[src/rtl/alu_wb_stage.sv]
// alu_wb_stage: writeback/flags stage behind the 16-bit ALU slice.
// Two-entry elastic buffer (head + skid) toward the register file, Z/N/C flags, borrow feedback.
`default_nettype none

module alu_wb_stage #(
   parameter int W  = 16,
   parameter int DW = 4
) (
   input  logic          CLK,
   input  logic          RST,
   input  logic          IN_VALID,
   output logic          IN_READY,
   input  logic [W-1:0]  ALU_OUT,
   input  logic          ALU_C_OUT,
   input  logic [1:0]    FUNC,
   input  logic [DW-1:0] DST,
   input  logic          FLAG_WE,
   input  logic          CHAIN,
   output logic          C_IN,
   output logic          WB_VALID,
   input  logic          WB_READY,
   output logic [W-1:0]  WB_DATA,
   output logic [DW-1:0] WB_DST,
   output logic [2:0]    FLAGS
);

   localparam logic [1:0] S_EMPTY = 2'd0;
   localparam logic [1:0] S_ONE   = 2'd1;
   localparam logic [1:0] S_FULL  = 2'd2;

   logic [1:0]    state_q, state_d;
   logic [W-1:0]  head_data_q, head_data_d;
   logic [DW-1:0] head_dst_q, head_dst_d;
   logic [W-1:0]  skid_data_q, skid_data_d;
   logic [DW-1:0] skid_dst_q, skid_dst_d;
   logic [2:0]    flags_q, flags_d;

   logic push;
   logic pop;
   logic res_zero;

   // Ready comes only from registered state so the write port never sees a comb path back.
   assign IN_READY = ~RST & (state_q != S_FULL);
   assign WB_VALID = (state_q != S_EMPTY);
   assign WB_DATA  = head_data_q;
   assign WB_DST   = head_dst_q;
   assign FLAGS    = flags_q;
   assign C_IN     = CHAIN & flags_q[0];

   assign push     = IN_VALID & IN_READY;
   assign pop      = WB_VALID & WB_READY;
   assign res_zero = (ALU_OUT == '0);

   always_comb begin
      state_d     = state_q;
      head_data_d = head_data_q;
      head_dst_d  = head_dst_q;
      skid_data_d = skid_data_q;
      skid_dst_d  = skid_dst_q;
      case (state_q)
         S_EMPTY: begin
            if (push) begin
               state_d     = S_ONE;
               head_data_d = ALU_OUT;
               head_dst_d  = DST;
            end
         end
         S_ONE: begin
            if (push && !pop) begin
               state_d     = S_FULL;
               skid_data_d = ALU_OUT;
               skid_dst_d  = DST;
            end else if (push && pop) begin
               head_data_d = ALU_OUT;
               head_dst_d  = DST;
            end else if (pop) begin
               state_d = S_EMPTY;
            end
         end
         S_FULL: begin
            if (pop) begin
               state_d     = S_ONE;
               head_data_d = skid_data_q;
               head_dst_d  = skid_dst_q;
            end
         end
         default: state_d = S_EMPTY;
      endcase
   end

   // Z accumulates across chained words so it describes the whole multi-word result.
   always_comb begin
      flags_d = flags_q;
      if (push && FLAG_WE) begin
         flags_d[2] = CHAIN ? (flags_q[2] & res_zero) : res_zero;
         flags_d[1] = ALU_OUT[W-1];
         flags_d[0] = ALU_C_OUT & (FUNC == 2'b00);
      end
   end

   always_ff @(posedge CLK or posedge RST) begin
      if (RST) begin
         state_q     <= S_EMPTY;
         head_data_q <= '0;
         head_dst_q  <= '0;
         skid_data_q <= '0;
         skid_dst_q  <= '0;
         flags_q     <= 3'b000;
      end else begin
         state_q     <= state_d;
         head_data_q <= head_data_d;
         head_dst_q  <= head_dst_d;
         skid_data_q <= skid_data_d;
         skid_dst_q  <= skid_dst_d;
         flags_q     <= flags_d;
      end
   end

endmodule

`default_nettype wire
[config.mk]
export PLATFORM = sky130hd
export DESIGN_NAME = alu_wb_stage
export DESIGN_NICKNAME = d
export VERILOG_FILES = /design/src/rtl/alu_wb_stage.sv
export SDC_FILE = /design/constraint.sdc
export NUM_CORES = 1
export LEC_CHECK = 0
export CORE_MARGIN = 2
export CORE_UTILIZATION = 48
export DETAILED_ROUTE_END_ITERATION = 10
export PLACE_DENSITY = 0.8
export SKIP_LAST_GASP = 1
export SLEW_MARGIN = 40
export SYNTH_ARGS = -nofsm -noshare
export SYNTH_HDL_FRONTEND = slang
export SYNTH_SLANG_ARGS = --single-unit
[constraint.sdc]
create_clock -name CLK -period 1.95 [get_ports CLK]
set_clock_uncertainty 0.2 [all_clocks]
set_input_delay 0.39 -clock CLK [delete_from_list [all_inputs] [get_ports CLK]]
set_output_delay 0.39 -clock CLK [all_outputs]
set_load 0.005 [all_outputs]
==> flow_summary.json, run 1 <==
{
  "max_stage_delay_ps": 430,
  "num_rows": 24,
  "path_clk_slew_ps": 80,
  "status": "completed",
  "crit_type": "input port to flop",
  "crit_path_start": "WB_READY",
  "cts_tree": "done",
  "drive_above_1_share": 0.460,
  "rsz0062_at_grt": "true",
  "setup_viol": 0,
  "p_seq_frac": 0.457,
  "grt_max_degree": 46,
  "port_buffers": 54,
  "grt_pass1_wl_um": 7490,
  "area_growth_pct": 43.8,
  "p_leak_uw": 0.00133,
  "final_nets": 242,
  "post-route-period-util": 0.998,
  "power_density_nw_per_um2": 1020,
  "synth_nets": 169,
  "grt_pass1_vias": 1525,
  "start_util": 0.494,
  "firstDrtPassIters": 3,
  "peakVddDrop_v": 0.000558,
  "htreeDepth": 2,
  "clock_latency_ps": 300,
  "ios": 55,
  "slowest_stage": "clkdlybuf4s50_1",
  "final_common_cell": "clkdlybuf4s50_1",
  "coreArea_um2": 4290,
  "detail-route-antenna-nets": 0,
  "whs_ps": 263,
  "cts.sinks": 45,
  "antennaDiodeCount": 0,
  "max_cap_violations": 0,
  "sw_frac_of_total": 0.248,
  "cts_root_buffer": "clkbuf_8",
  "stdcell_count": 265,
  "dieHeight_um": 70.5,
  "fin_crit_ps": 1950,
  "grt_usage": 0.197,
  "grt_overflow": 0,
  "reg2reg_from": "state_q[1]",
  "cp_max_fo": 5,
  "cp_data_required_time_ps": 1940,
  "cp-end-kind": "flop",
  "syn_avg_cell_area_um2": 15.1,
  "yosysWarnings": 0,
  "pwr-share-comb": 0.325,
  "hpwl_um": 3180,
  "cp_top_family": "buffers and inverters",
  "netlist_instances": 140,
  "cp_cell_sequence": "clkdlybuf4s50_1 > buf_4 > a221o_2 > clkbuf_16 > mux2_4",
  "final_cell_mix": "clkdlybuf4s50_1 (50), dfrtp_1 (43), mux2_2 (42)",
  "place_area_um2": 2790,
  "ys_types": 24,
  "ctsLongestPathBuffers": 2,
  "fmax_ghz": 0.514,
  "placedCellCount": 249,
  "worst_setup_path_start_kind": "input port",
  "worstMarginPinSlew_ps": 414,
  "fin_tns_setup_ps": 0,
  "min_path_type": "input port to async pin",
  "power.switching_uw": 771,
  "seq_area_frac_synth": 0.531,
  "worst-endpoint-arrival_ps": 1930,
  "die_w_um": 70.5,
  "ys_ff_latch": 45,
  "die-area_um2": 4960,
  "drc_errors": 0,
  "p_int_uw": 2340,
  "drv_slew": 0,
  "wl_um": 4920,
  "relSlewSlack": 0.724,
  "netlist_area_um2": 2120,
  "viasPerCell": 5.34,
  "antenna_found_initial": 0,
  "hold_viol_final": 0,
  "p_clk_frac": 0.218,
  "crit_buf_inv": 3,
  "gp_congestion": 0.786,
  "fin_util": 0.710,
  "drt-initial-drc-count": 50,
  "vias": 1415,
  "cts_made_buffers": 5,
  "wire_per_inst_um": 18.5,
  "final_area_um2": 3050
}
==> per-stage QoR <==
stage	power (uW)	setup slack [ps]
CTS	3090	9.06
finish	3120	4.62
global placement	2330	-230
detailed placement	2390	-321
global route	3280	-12.4
floorplan	1890	168
==> final cells by class <==
cell class              instances  area (um^2)
fillers                       287         1250
flip-flops and latches         45         1130
multi-input cells              85          963
repair buffers                 73          776
clock buffers                   5         68.8
well taps                      52         65.1
clock inverters                 2         35.0
inverters                       3         11.3
==> worst paths after layout <==
path                             endpoint  depth (start not counted)  slack, ps
max                           WB_DATA[15]                          5          5
max in group asynchronous      state_q[1]                          4       1060
min in group CLK           skid_data_q[1]                          1        310
min reg2reg                skid_data_q[1]                          1        310
min                              FLAGS[0]                          4        260
max reg2reg                   WB_DATA[15]                          5         50
==> cell families (layout without fill, tap and decap cells) <==
kind of cell           after synthesis  in the layout  synth area share
multiplexers                        63             63             0.370
flip-flops                          45             45             0.531
AND/OR/NAND/NOR                     16             16            0.0484
buffers and inverters               10             83            0.0301
AO/OA/AOI/OAI                        6              6            0.0207
==> what timing repair did <==
item / CTS / global route
buffers inserted: 3 / 3
pin swaps: 0 / 3
hold buffers: 0 / 0
setup endpoints to repair: 17 / 40
resized for setup: 9 / 7
gates cloned: 0 / 4
==> routing by layer <==
metal | track usage | up-vias | share of wire
li1 | - | 652 | -
met1 | 0.240 | 719 | 0.45
met2 | 0.340 | 32 | 0.49
met3 | 0.0491 | 12 | 0.041
met4 | 0.0641 | 0 | 0.022
met5 | 0 | - | 0
==> synth_stat cells (all sizes together) <==
master   n  area share
a22oi    1      0.0035
nor4     4       0.012
clkbuf   1      0.0018
nand2b   1      0.0030
nand4    1      0.0030
and3b    1      0.0041
mux2    62        0.36
and3     1      0.0030
inv      3      0.0053
o21ai    1      0.0024
a221o    1      0.0047
and2     1      0.0030
nor2b    3      0.0089
dfrtp   45        0.53
nor2     2      0.0035
a21oi    1      0.0024
o21bai   1      0.0035
buf      6       0.023
a41oi    1      0.0041
nor4bb   1      0.0047
mux2i    1      0.0047
nor3b    1      0.0035
==> registers in the layout (all words and copies together) (netlist names) <==
name,cells
FLAGS,3
skid_data_q,16
WB_DATA,16
skid_dst_q,4
WB_DST,4
state_q,2
==> worst register-to-register path, cell delays in order (launching register included) <==
cell and delay [ps]:
dfrtp_2 440, buf_4 140, nor4bb_2 240, a221o_2 270, clkbuf_16 200, mux2_4 300
==> power by group through the flow <==
stage                     clock network [uW]  registers (uW)  logic (uW)
after floorplan                            0            1400         496
after global placement                     0            1410         924
after detailed placement                   0            1430         955
after CTS                                694            1420         975
after global routing                     734            1460        1080
final                                    680            1420        1010
Power figures use the tool's default switching activity.
==> inputs of run 2 (changes only) <==
SKIP_CTS_REPAIR_TIMING = 1   (was not set)
==> run 2 against run 1 <==
  * Register-to-register slack got worse by 30 ps
  * Clock power about the same
  * Cell area grew 0.33%
  * Worst hold slack got worse by 120 ps
  * Non-clock buffer count down 1
  * Total power increased by 0.12%
  * Count of clock-buffer cells in the layout did not move
  * Core utilization increased by 0.23 points
  * Setup slack improved by 16 ps
==> flow_summary.json, run 2 (synthesis results as in run 1) <==
{
  "status": "completed",
  "place_area_um2": 2790,
  "max_cap_violations": 0,
  "post-route-period-util": 0.989,
  "vias": 1432,
  "dieHeight_um": 70.5,
  "stdcell_count": 264,
  "rr_endpoint": "WB_DATA[1]",
  "wl_um": 4840,
  "r2r_slack_ps": 20,
  "detail-route-antenna-nets": 0,
  "hpwl_um": 3180,
  "path_clk_slew_ps": 90,
  "p_leak_uw": 0.00138,
  "coreArea_um2": 4290,
  "max_stage_delay_ps": 430,
  "ctsLongestPathBuffers": 2,
  "final_common_cell": "clkdlybuf4s50_1",
  "antenna_found_initial": 0,
  "min_path_type": "input port to async pin",
  "reg2regPathDepth": 5,
  "cts_tree": "done",
  "setup_viol": 0,
  "cts_root_buffer": "clkbuf_8",
  "grt_overflow": 0,
  "grt_max_degree": 46,
  "gp_congestion": 0.786,
  "p_total_uw": 3120,
  "firstDrtPassIters": 4,
  "grt_pass1_vias": 1510,
  "die-area_um2": 4960,
  "drc_errors": 0,
  "final_area_um2": 3060,
  "num_rows": 24,
  "fin_crit_ps": 1930,
  "wire_per_inst_um": 18.3,
  "area_growth_pct": 44.3,
  "drive_above_1_share": 0.453,
  "htreeDepth": 2,
  "drv_slew": 0,
  "worst_setup_path_start_kind": "flop",
  "peakVddDrop_v": 0.000558,
  "port_buffers": 54,
  "die_w_um": 70.5,
  "grt_usage": 0.194,
  "final_cell_mix": "clkdlybuf4s50_1 (48), dfrtp_1 (43), mux2_2 (42)",
  "placedCellCount": 249,
  "worst-endpoint-arrival_ps": 1900,
  "cts.sinks": 45,
  "cp-end-kind": "flop",
  "fmax_ghz": 0.518,
  "hold_viol_final": 0,
  "ios": 55,
  "crit_type": "flop to flop",
  "fill_cells": 288,
  "reg2reg_from": "state_q[1]",
  "clock_latency_ps": 290,
  "start_util": 0.494,
  "cp_data_required_time_ps": 1930,
  "cts_made_buffers": 5,
  "antennaDiodeCount": 0,
  "cp_max_fo": 5,
  "slowest_stage": "a221o_2",
  "power_density_nw_per_um2": 1020,
  "worstMarginPinSlew_ps": 434,
  "relSlewSlack": 0.710,
  "cp_cell_sequence": "buf_4 > nor2b_4 > a221o_2 > clkbuf_16 > mux2_4",
  "final_nets": 241,
  "drt-initial-drc-count": 53,
  "viasPerCell": 5.42,
  "grt_pass1_wl_um": 7400,
  "fin_tns_setup_ps": 0
}
==> run 2: cell types whose count changed in the layout (fill, tap and decap cells not counted), sizes merged <==
| cell | delta |
|---|---|
| buf | -1 |
| clkdlybuf4s50 | -2 |
| dlygate4sd2 | -3 |
| dlymetal6s2s | +5 |
==> run 2: worst max path at each step <==
stage / from / slack (ps) / cells after the start / endpoint
6_report: state_q[1] / 20 / 5 / WB_DATA[1]
5_1_grt: state_q[0] / -30 / 5 / WB_DATA[11]
4_1_cts: state_q[1] / -170 / 3 / IN_READY
3_5_place_dp: RST / -320 / 5 / skid_data_q[15]
3_3_place_gp: WB_READY / -230 / 5 / WB_DATA[4]
2_1_floorplan: state_q[1] / 170 / 5 / WB_DATA[10]
==> run 2: worst max-delay path, delay by kind of cell (launching register included) <==
family | cells | cell delay, ps
multiplexers | 1 | 290
AND/OR/NAND/NOR | 1 | 130
AO/OA/AOI/OAI | 1 | 430
flip-flops | 1 | 420
buffers and inverters | 2 | 340
==> run 2: layer usage <==
layer	vias up	track usage	part of all wire	routed length, um
met2	37	0.333	0.50	2420
li1	654	-	-	-
met5	-	0	0	0
met3	7	0.0491	0.044	213
met1	734	0.239	0.44	2150
met4	0	0.0641	0.011	53
==> run 2: through the flow <==
step	worst slack, ps	utilization	hold WS [ps]
6_report	21.1	0.712	148
3_3_place_gp	-230	0.649	283
2_1_floorplan	168	-	275
5_1_grt	-25.4	0.712	176
4_1_cts	-174	0.673	311
3_5_place_dp	-321	0.649	291
==> run 2: cell type report <==
class	count	area, um^2	area share
inverter	3	11.3	0.00368
clock inverter	2	35.0	0.0115
tap	52	65.1	0.0213
sequential	45	1130	0.369
multi-input combinational	85	961	0.314
clock buffer	5	68.8	0.0225
timing repair buffer	72	788	0.258
==> run 2: power breakdown <==
| group | internal (uW) | switching [uW] | total (uW) |
|---|---|---|---|
| Sequential | 1250 | 177 | 1420 |
| Combinational | 729 | 287 | 1020 |
| Clock | 373 | 308 | 681 |
